**config.mk**
```make
export PLATFORM = sky130hd
export DESIGN_NAME = fifo_wr_arbiter
export DESIGN_NICKNAME = d
export VERILOG_FILES = /design/src/rtl/fifo_wr_arbiter.sv
export SDC_FILE = /design/constraint.sdc
export NUM_CORES = 1
export LEC_CHECK = 0
export CAP_MARGIN = 0
export CORE_UTILIZATION = 40
export DETAILED_ROUTE_END_ITERATION = 10
export PLACE_DENSITY = 0.93
export SLEW_MARGIN = 20
export SYNTH_ARGS = -nofsm -noshare
export SYNTH_HDL_FRONTEND = slang
export SYNTH_SLANG_ARGS = --single-unit
```
**constraint.sdc**
```tcl
create_clock -name clk -period 8.1 [get_ports clk]
set_clock_uncertainty 0.2 [all_clocks]
set_input_delay 2.43 -clock clk [delete_from_list [all_inputs] [get_ports clk]]
set_output_delay 2.43 -clock clk [all_outputs]
set_load 0.02 [all_outputs]
```
**src/rtl/fifo_wr_arbiter.sv**
```systemverilog
// Round-robin, packet-aware arbiter that shares one synchronous-FIFO write port among
// NUM_REQ producers. It locks the grant for a packet, never writes into a full FIFO, and
// tracks write responses.
module fifo_wr_arbiter #(
  parameter int unsigned NUM_REQ    = 4,
  parameter int unsigned FIFO_WIDTH = 16,
  parameter int unsigned MAX_BURST  = 8,
  parameter int unsigned IDX_W      = (NUM_REQ > 1) ? $clog2(NUM_REQ) : 1
) (
  input  logic                          clk,
  input  logic                          rst_n,
  input  logic [NUM_REQ-1:0]            i_req_valid,
  input  logic [NUM_REQ-1:0]            i_req_last,
  input  logic [NUM_REQ*FIFO_WIDTH-1:0] i_req_data,
  output logic [NUM_REQ-1:0]            o_req_ready,
  output logic                          o_wr_en,
  output logic [FIFO_WIDTH-1:0]         o_data_in,
  input  logic                          i_full,
  input  logic                          i_wr_ack,
  input  logic                          i_overflow,
  input  logic                          i_err_clr,
  output logic                          o_busy,
  output logic [IDX_W-1:0]              o_owner,
  output logic                          o_ack_err,
  output logic                          o_ovf_err,
  output logic                          o_burst_err,
  output logic [15:0]                   o_wr_count
);

  localparam int unsigned CNT_W  = $clog2(MAX_BURST + 1);
  localparam int unsigned WCNT_W = 16;

  typedef enum logic {
    ST_IDLE = 1'b0,
    ST_LOCK = 1'b1
  } state_t;

  state_t              r_state;
  state_t              w_state_nxt;
  logic [IDX_W-1:0]    r_rr_ptr;
  logic [IDX_W-1:0]    w_rr_ptr_nxt;
  logic [IDX_W-1:0]    r_owner;
  logic [IDX_W-1:0]    w_owner_nxt;
  logic [CNT_W-1:0]    r_beat_cnt;
  logic [CNT_W-1:0]    w_beat_cnt_nxt;
  logic                r_busy;
  logic                r_pend;
  logic                r_ack_err;
  logic                w_ack_err_nxt;
  logic                r_ovf_err;
  logic                w_ovf_err_nxt;
  logic                r_burst_err;
  logic                w_burst_err_nxt;
  logic                w_burst_set;
  logic [WCNT_W-1:0]   r_wr_count;
  logic [WCNT_W-1:0]   w_wr_count_nxt;

  logic                w_found;
  logic [IDX_W-1:0]    w_winner;
  logic [IDX_W-1:0]    w_cand;
  logic [IDX_W-1:0]    w_grant_idx;
  logic                w_grant_act;
  logic                w_last;
  logic [FIFO_WIDTH-1:0] w_sel_data;

  // Wrapping increment of a requester index
  function automatic logic [IDX_W-1:0] f_inc(input logic [IDX_W-1:0] idx);
    return (idx == IDX_W'(NUM_REQ - 1)) ? '0 : idx + IDX_W'(1);
  endfunction

  // Round-robin search starting at rr_ptr
  always_comb begin
    w_found  = 1'b0;
    w_winner = '0;
    w_cand   = '0;
    for (int unsigned k = 0; k < NUM_REQ; k++) begin
      w_cand = IDX_W'((32'(r_rr_ptr) + k) % NUM_REQ);
      if (!w_found && i_req_valid[w_cand]) begin
        w_found  = 1'b1;
        w_winner = w_cand;
      end
    end
  end

  // Grant, ready and the zero-latency write path
  always_comb begin
    w_grant_idx = (r_state == ST_LOCK) ? r_owner : w_winner;
    w_grant_act = (r_state == ST_LOCK) || w_found;
    w_sel_data  = '0;
    for (int i = 0; i < NUM_REQ; i++) begin
      if (w_grant_idx == IDX_W'(i)) begin
        w_sel_data = i_req_data[i*FIFO_WIDTH +: FIFO_WIDTH];
      end
    end
    o_req_ready = '0;
    if (rst_n && w_grant_act && !i_full) begin
      o_req_ready[w_grant_idx] = 1'b1;
    end
    o_wr_en   = |(i_req_valid & o_req_ready);
    o_data_in = o_wr_en ? w_sel_data : '0;
    w_last    = i_req_last[w_grant_idx];
  end

  // Next-state logic; only an accepted beat moves the FSM, so full freezes everything
  always_comb begin
    w_state_nxt    = r_state;
    w_rr_ptr_nxt   = r_rr_ptr;
    w_owner_nxt    = r_owner;
    w_beat_cnt_nxt = r_beat_cnt;
    w_burst_set    = 1'b0;
    if (o_wr_en) begin
      case (r_state)
        ST_IDLE: begin
          w_owner_nxt = w_grant_idx;
          if (w_last) begin
            w_rr_ptr_nxt = f_inc(w_grant_idx);
          end else begin
            w_state_nxt    = ST_LOCK;
            w_beat_cnt_nxt = CNT_W'(1);
          end
        end
        ST_LOCK: begin
          if (w_last) begin
            w_state_nxt    = ST_IDLE;
            w_rr_ptr_nxt   = f_inc(r_owner);
            w_beat_cnt_nxt = '0;
          end else if ((32'(r_beat_cnt) + 32'd1) >= MAX_BURST) begin
            // Over-long packet: drop the lock and let the remainder re-arbitrate
            w_state_nxt    = ST_IDLE;
            w_rr_ptr_nxt   = f_inc(r_owner);
            w_beat_cnt_nxt = '0;
            w_burst_set    = 1'b1;
          end else begin
            w_beat_cnt_nxt = r_beat_cnt + CNT_W'(1);
          end
        end
        default: w_state_nxt = ST_IDLE;
      endcase
    end
  end

  // Response checking; a same-cycle set beats err_clr
  always_comb begin
    w_ack_err_nxt   = (r_pend && !i_wr_ack) ? 1'b1 : (i_err_clr ? 1'b0 : r_ack_err);
    w_ovf_err_nxt   = i_overflow            ? 1'b1 : (i_err_clr ? 1'b0 : r_ovf_err);
    w_burst_err_nxt = w_burst_set           ? 1'b1 : (i_err_clr ? 1'b0 : r_burst_err);
    w_wr_count_nxt  = i_wr_ack ? r_wr_count + WCNT_W'(1) : r_wr_count;
  end

  always_ff @(posedge clk) begin
    if (!rst_n) begin
      r_state     <= ST_IDLE;
      r_rr_ptr    <= '0;
      r_owner     <= '0;
      r_beat_cnt  <= '0;
      r_busy      <= 1'b0;
      r_pend      <= 1'b0;
      r_ack_err   <= 1'b0;
      r_ovf_err   <= 1'b0;
      r_burst_err <= 1'b0;
      r_wr_count  <= '0;
    end else begin
      r_state     <= w_state_nxt;
      r_rr_ptr    <= w_rr_ptr_nxt;
      r_owner     <= w_owner_nxt;
      r_beat_cnt  <= w_beat_cnt_nxt;
      r_busy      <= (w_state_nxt == ST_LOCK);
      r_pend      <= o_wr_en;
      r_ack_err   <= w_ack_err_nxt;
      r_ovf_err   <= w_ovf_err_nxt;
      r_burst_err <= w_burst_err_nxt;
      r_wr_count  <= w_wr_count_nxt;
    end
  end

  assign o_busy      = r_busy;
  assign o_owner     = r_owner;
  assign o_ack_err   = r_ack_err;
  assign o_ovf_err   = r_ovf_err;
  assign o_burst_err = r_burst_err;
  assign o_wr_count  = r_wr_count;

endmodule

```
==> results.yml, run 1 <==
detailed_routing:
  drt_wl_total_um: 6690
  drc: 0
  drt_iter0_drc: 107
  drt_first_pass_iters: 4
  via_count: 2610
  wl_per_cell_um: 13.6
  vias_per_cell: 5.32
  final_antenna_net_count: 0
synth:
  ys.flop_type: "dfxtp_1"
  syn-num-nets: 380
  netlist.area_leader.share_pct: 25.5
  synth-async-reset-ratio_pct: 0
  synth_area_leaders: "dfxtp_1 (25%), a221oi_1 (6.2%), nor2b_1 (6.0%)"
  avgSynthCellArea_sq_um: 7.75
  ys_ff_latch: 29
  yosysTopAreaCell: "dfxtp_1"
  synth_seq_area_share_pct: 25.5
  syn-cell-area_sq_um: 2280
  synthesis.instances: 294
  synth-edff-count: 0
  yosysWarnings: 0
  ys_types: 53
worst_setup_path:
  setup.worst_path.start: "i_req_valid[2]"
  path_class: "input pin to output port"
  start_kind: "input pin"
  critPathRequiredTime_ps: 5470
  cp_max_fo: 33
  timing.rr.start: "o_busy"
  endpoint_kind: "output port"
  critPathArrivalTime_ps: 5310
  reg2regPathDepth: 12
clock_tree:
  worstSkewPairLatency_ps: 280
  cts_max_level: 2
  cts.reportedPaths.clkPinSlew_ps: 60
  cts_setup_buffers: 0
  postCtsHoldBufs: 0
  cts_root_buf: "clkbuf_8"
  cts_tree: "built"
  cts_buffers: 5
  cts_resized: 6
  clk_path_buf_depth: 2
  cts.sinks: 29
worst_hold_path:
  worstHoldStart: "r_beat_cnt[2]"
  holdCritPathClass: "flop to flop"
  whs_path_depth: 1
layout:
  n_fill_cell: 446
  nets: 504
  num_antenna_cells: 0
  layout_commonest_cell: "clkdlybuf4s50_1"
  layout-drive-gt1-share_pct: 8.83
  layout_common_cells: "clkdlybuf4s50_1 (103), dfxtp_1 (29), nor2_1 (27), nor2b_1 (22), nor3_1 (20)"
  final_cell_area_sq_um: 3730
  area_growth_pct: 64.0
placement:
  place_congestion: 0.919
  placed_area_sq_um: 3600
  io_buffers: 120
  dp_slack_ps: -22.6
  post-dp-hpwl_um: 5260
floorplanning:
  start_util_pct: 41.4
  num_io_pins: 121
  die_w_um: 77.5
  fp.dieH_um: 77.5
  fp.coreArea_sq_um: 5510
  rows: 27
  dieArea_sq_um: 6000
grt:
  track_usage_pct: 22.5
  grt_max_degree: 34
  grt_pass1_wl_um: 11000
  grt_pass1_vias: 2462
  grt_remaining_overflow: 0
  antenna_found_initial: 0
timing:
  relSlewSlack_pct: 66.9
  setup_violations: 0
  tightest_slew_ps: 496
  layout_setup_ws_ps: 156
  hold_violations: 0
  fmax_mhz: 126
  post-route-period-util_pct: 98.1
  rsz0062_at_grt: "false"
  min_period_ps: 7940
  finalMaxSlewViolations: 0
run:
  cap_violations: 0
power_and_ir_drop:
  p_per_area_nw_per_um2: 132
  power.leakage_nw: 1.71
  irDropWorstVdd_v: 0.0000747
outcome:
  status: "finished clean"
path summary, 6_finish.rpt:
kind                         end  slack, ps
hold / removal     r_beat_cnt[2]        310
hold reg to reg    r_beat_cnt[2]        310
setup / recovery  o_req_ready[3]        160
setup reg to reg     o_burst_err       4860
logic make-up (layout without fill, tap and decap cells):
logic type | after synthesis | in the layout | synth area share [%]
and+or+nand+nor | 138 | 138 | 32.6
AOI/OAI and AO/OA | 69 | 69 | 23.2
buffers and inverters | 31 | 156 | 6.70
DFF | 29 | 29 | 25.5
xor gates and xnor gates | 13 | 13 | 5.00
adders and majority gates | 8 | 8 | 4.40
muxes | 6 | 6 | 2.64
through the flow:
step           utilization, %  TNS (ps)  hold slack, ps  std cells  power [mW]
2_1_floorplan               -         0             260        294       0.274
3_5_place_dp             65.3     -32.4             290        483       0.364
4_1_cts                  67.2         0             304        491       0.496
6_report                 67.8         0             306        491       0.492
3_3_place_gp             65.3         0             287        483       0.359
5_1_grt                  67.8         0             321        491       0.524
power by group:
| part | internal [mW] | switching (mW) | leakage [nW] |
|---|---|---|---|
| Sequential | 0.148 | 0.00712 | 0.235 |
| Clock | 0.0766 | 0.0532 | 0.0542 |
| Combinational | 0.110 | 0.0974 | 1.42 |
flip-flops by register name, indices dropped and copies added, names as in the netlist:
| name | flops |
|---|---|
| o_ack_err | 1 |
| o_burst_err | 1 |
| o_busy | 1 |
| o_ovf_err | 1 |
| o_owner | 2 |
| o_wr_count | 16 |
| r_beat_cnt | 4 |
| r_pend | 1 |
| r_rr_ptr | 2 |
critical path: stages:
cell	delay [ps]
clkdlybuf4s50_1	600
nor3_1	110
a2111o_1	410
a31o_2	270
buf_4	150
clkinv_2	60
ha_1	170
buf_4	310
and2_1	180
clkdlybuf4s50_1	620
synthesized netlist by cell type (all sizes together) (2+ instances only):
cell type / instances
a2111oi: 4
a21boi: 2
a21oi: 19
a221o: 2
a221oi: 16
a22oi: 2
a31o: 2
and2: 20
and3: 4
and4: 2
and4bb: 2
buf: 5
clkbuf: 14
dfxtp: 29
ha: 8
inv: 10
mux2i: 6
nand2: 20
nand2b: 8
nand3: 7
nand4: 2
nor2: 27
nor2b: 22
nor3: 20
o211ai: 3
o21a: 4
o21ai: 3
o31ai: 2
or3: 3
xnor2: 11
xor2: 2
cell type report:
class | instances | area [sq um] | area share, %
clock buffer | 7 | 96.3 | 2.58
clock inverter | 1 | 5.00 | 0.134
inverter | 11 | 42.5 | 1.14
multi-input combinational | 234 | 1550 | 41.6
sequential | 29 | 581 | 15.5
tap | 72 | 90.1 | 2.41
timing repair buffer | 137 | 1370 | 36.6
per-layer routing:
metal | track usage, % | up-vias | part of all wire (%)
met5 | 0 | - | 0
li1 | - | 1303 | -
met3 | 4.94 | 10 | 5.6
met2 | 39.6 | 101 | 52
met1 | 26.4 | 1196 | 41
met4 | 8.49 | 0 | 1.3
(Power assumes the default switching activity.)
==> run 2: changes to the inputs <==
--- a/config.mk
+++ b/config.mk
@@ -6,9 +6,9 @@
 export NUM_CORES = 1
 export LEC_CHECK = 0
 export CAP_MARGIN = 0
-export CORE_UTILIZATION = 40
+export CORE_UTILIZATION = 30
 export DETAILED_ROUTE_END_ITERATION = 10
-export PLACE_DENSITY = 0.93
+export PLACE_DENSITY = 0.75
 export SLEW_MARGIN = 20
 export SYNTH_ARGS = -nofsm -noshare
 export SYNTH_HDL_FRONTEND = slang
==> run 2 against run 1 <==
Against the previous run: total power grew 0.14%; design area grew 2.2%; maximum frequency grew 3.9%; critical path depth grew 3; sequential share of layout area shrank 0.34 points; global-route usage shrank 5.3 points; non-clock buffer count grew 8; clock-buffer cell count is the same; routed wire length grew 4.8%; first-iteration DRC count shrank 27%; critical path type unchanged; highest routed layer unchanged; largest cell class unchanged.
==> results.yml, run 2 (same netlist as run 1, synthesis figures left out) <==
outcome:
  status: "finished clean"
timing:
  min_period_ps: 7640
  finalMaxSlewViolations: 0
  setup_violations: 0
  rsz0062_at_grt: "false"
  layout_setup_ws_ps: 456
  fin_tns_setup_ps: 0
  post-route-period-util_pct: 94.4
  relSlewSlack_pct: 64.5
  holdWs_ps: 308
  hold_violations: 0
  fmax_mhz: 131
  tightest_slew_ps: 520
clock_tree:
  postCtsHoldBufs: 0
  cts_buffers: 5
  clk_path_buf_depth: 2
  cts.reportedPaths.clkPinSlew_ps: 60
  cts_tree: "built"
  worstSkewPairLatency_ps: 280
  cts.sinks: 29
  cts_root_buf: "clkbuf_8"
  cts_max_level: 2
layout:
  layout-drive-gt1-share_pct: 10.6
  area_growth_pct: 67.6
  layout_common_cells: "clkdlybuf4s50_1 (100), dfxtp_1 (29), nor2_1 (27), buf_4 (22), nor2b_1 (21)"
  largest_reg_flops: 16
  num_antenna_cells: 0
  finish.utilization_pct: 52.3
  layout_commonest_cell: "clkdlybuf4s50_1"
  nets: 512
  n_fill_cell: 717
grt:
  grt_pass1_wl_um: 10800
  grt_remaining_overflow: 0
  grt_pass1_vias: 2475
  track_usage_pct: 17.2
  antenna_found_initial: 0
  grt_max_degree: 34
power_and_ir_drop:
  irDropWorstVdd_v: 0.0000504
  power.leakage_nw: 1.65
  p_per_area_nw_per_um2: 129
worst_setup_path:
  critPathArrivalTime_ps: 5010
  rrSetupSlack_ps: 4660
  cp.buffers_inverters: 4
  critPathRequiredTime_ps: 5470
  path_class: "input pin to output port"
  critPathSlowestCell: "a2111o_1"
  start_kind: "input pin"
  slowest_delay_ps: 420
  endpoint_kind: "output port"
  cp_top_family: "compound AO/OA/AOI/OAI gates"
  cp_max_fo: 9
  worstPathCellList: "dlymetal6s2s_1, nor3_1, a2111o_1, a31o_2, buf_4, ha_1, nor2b_4, buf_4, a221oi_1, nor3_1, a21oi_1, nor2_1, dlygate4sd2_1"
detailed_routing:
  wl_per_cell_um: 13.4
  drt_wl_total_um: 7010
  via_count: 2642
  vias_per_cell: 5.03
  final_antenna_net_count: 0
  drt_first_pass_iters: 5
  drt_iter0_drc: 78
  drc: 0
placement:
  io_buffers: 120
  place_congestion: 0.795
  dp_slack_ps: -654
  post-dp-hpwl_um: 5370
floorplanning:
  rows: 31
  num_io_pins: 121
  start_util_pct: 31.2
  dieArea_sq_um: 7940
  die_w_um: 89.1
  fp.dieH_um: 89.1
  fp.coreArea_sq_um: 7290
worst_hold_path:
  holdCritPathClass: "flop to flop"
run:
  cap_violations: 0
[run 2: cell count changes in the layout (fill, tap and decap cells not counted), sizes merged]
cell / change
clkinv: -1
dlygate4sd2: +9
buf: +8
clkdlybuf4s50: -3
dlymetal6s2s: -6
[run 2: path summary, 6_finish.rpt]
path	startpoint	to	cells past startpoint
worst min register to register	r_beat_cnt[2]	r_beat_cnt[2]	1
worst max register to register	o_busy	o_burst_err	12
worst max-delay path	i_req_valid[2]	o_data_in[1]	13
worst min-delay path	r_beat_cnt[2]	r_beat_cnt[2]	1
[run 2: stage by stage]
stage / total power, mW / cells / cell area (sq um)
floorplan: 0.274 / 294 / 2280
finish: 0.493 / 525 / 3820
detailed placement: 0.365 / 511 / 3650
CTS: 0.486 / 518 / 3730
global route: 0.524 / 525 / 3820
global placement: 0.360 / 511 / 3650
[run 2: layout make-up]
cell class | count | area (sq um) | area share (%)
Sequential cell | 29 | 581 | 15.2
Timing Repair Buffer | 145 | 1420 | 37.1
Clock buffer | 7 | 86.3 | 2.26
Tap cell | 99 | 124 | 3.25
Inverter | 11 | 42.5 | 1.11
Multi-Input combinational cell | 234 | 1570 | 41.1
[run 2: power by group]
group	switching [mW]	total [mW]	internal, mW	leakage, nW
logic	0.102	0.218	0.116	1.37
registers	0.00737	0.155	0.148	0.235
clock network	0.0520	0.119	0.0672	0.0443
total	0.161	0.493	0.331	1.65
[run 2: worst reg2reg max path, delay by kind of cell, from the launching register on]
kind / cells / cell delay [ps]
AO/OA/AOI/OAI: 4 / 1190
adder cells (fa/ha/maj): 1 / 240
buffers and inverters: 3 / 610
flip-flops: 1 / 470
AND/OR/NAND/NOR: 4 / 690
[run 2: repair_timing]
action,CTS,global route
setup endpoints to repair,17,5
pin swaps,0,0
gates resized for setup,17,9
setup buffers,0,7
[run 2: layer usage]
metal  share of wire [%]  routed length (um)  GRT usage, %  up-vias
li1                    -                   -             -     1312
met1                  41                2880          19.6     1194
met2                  48                3390          30.0      120
met3                 8.1                 565          5.17       16
met4                 2.4                 169          6.93        0
met5                   0                   0             0        -
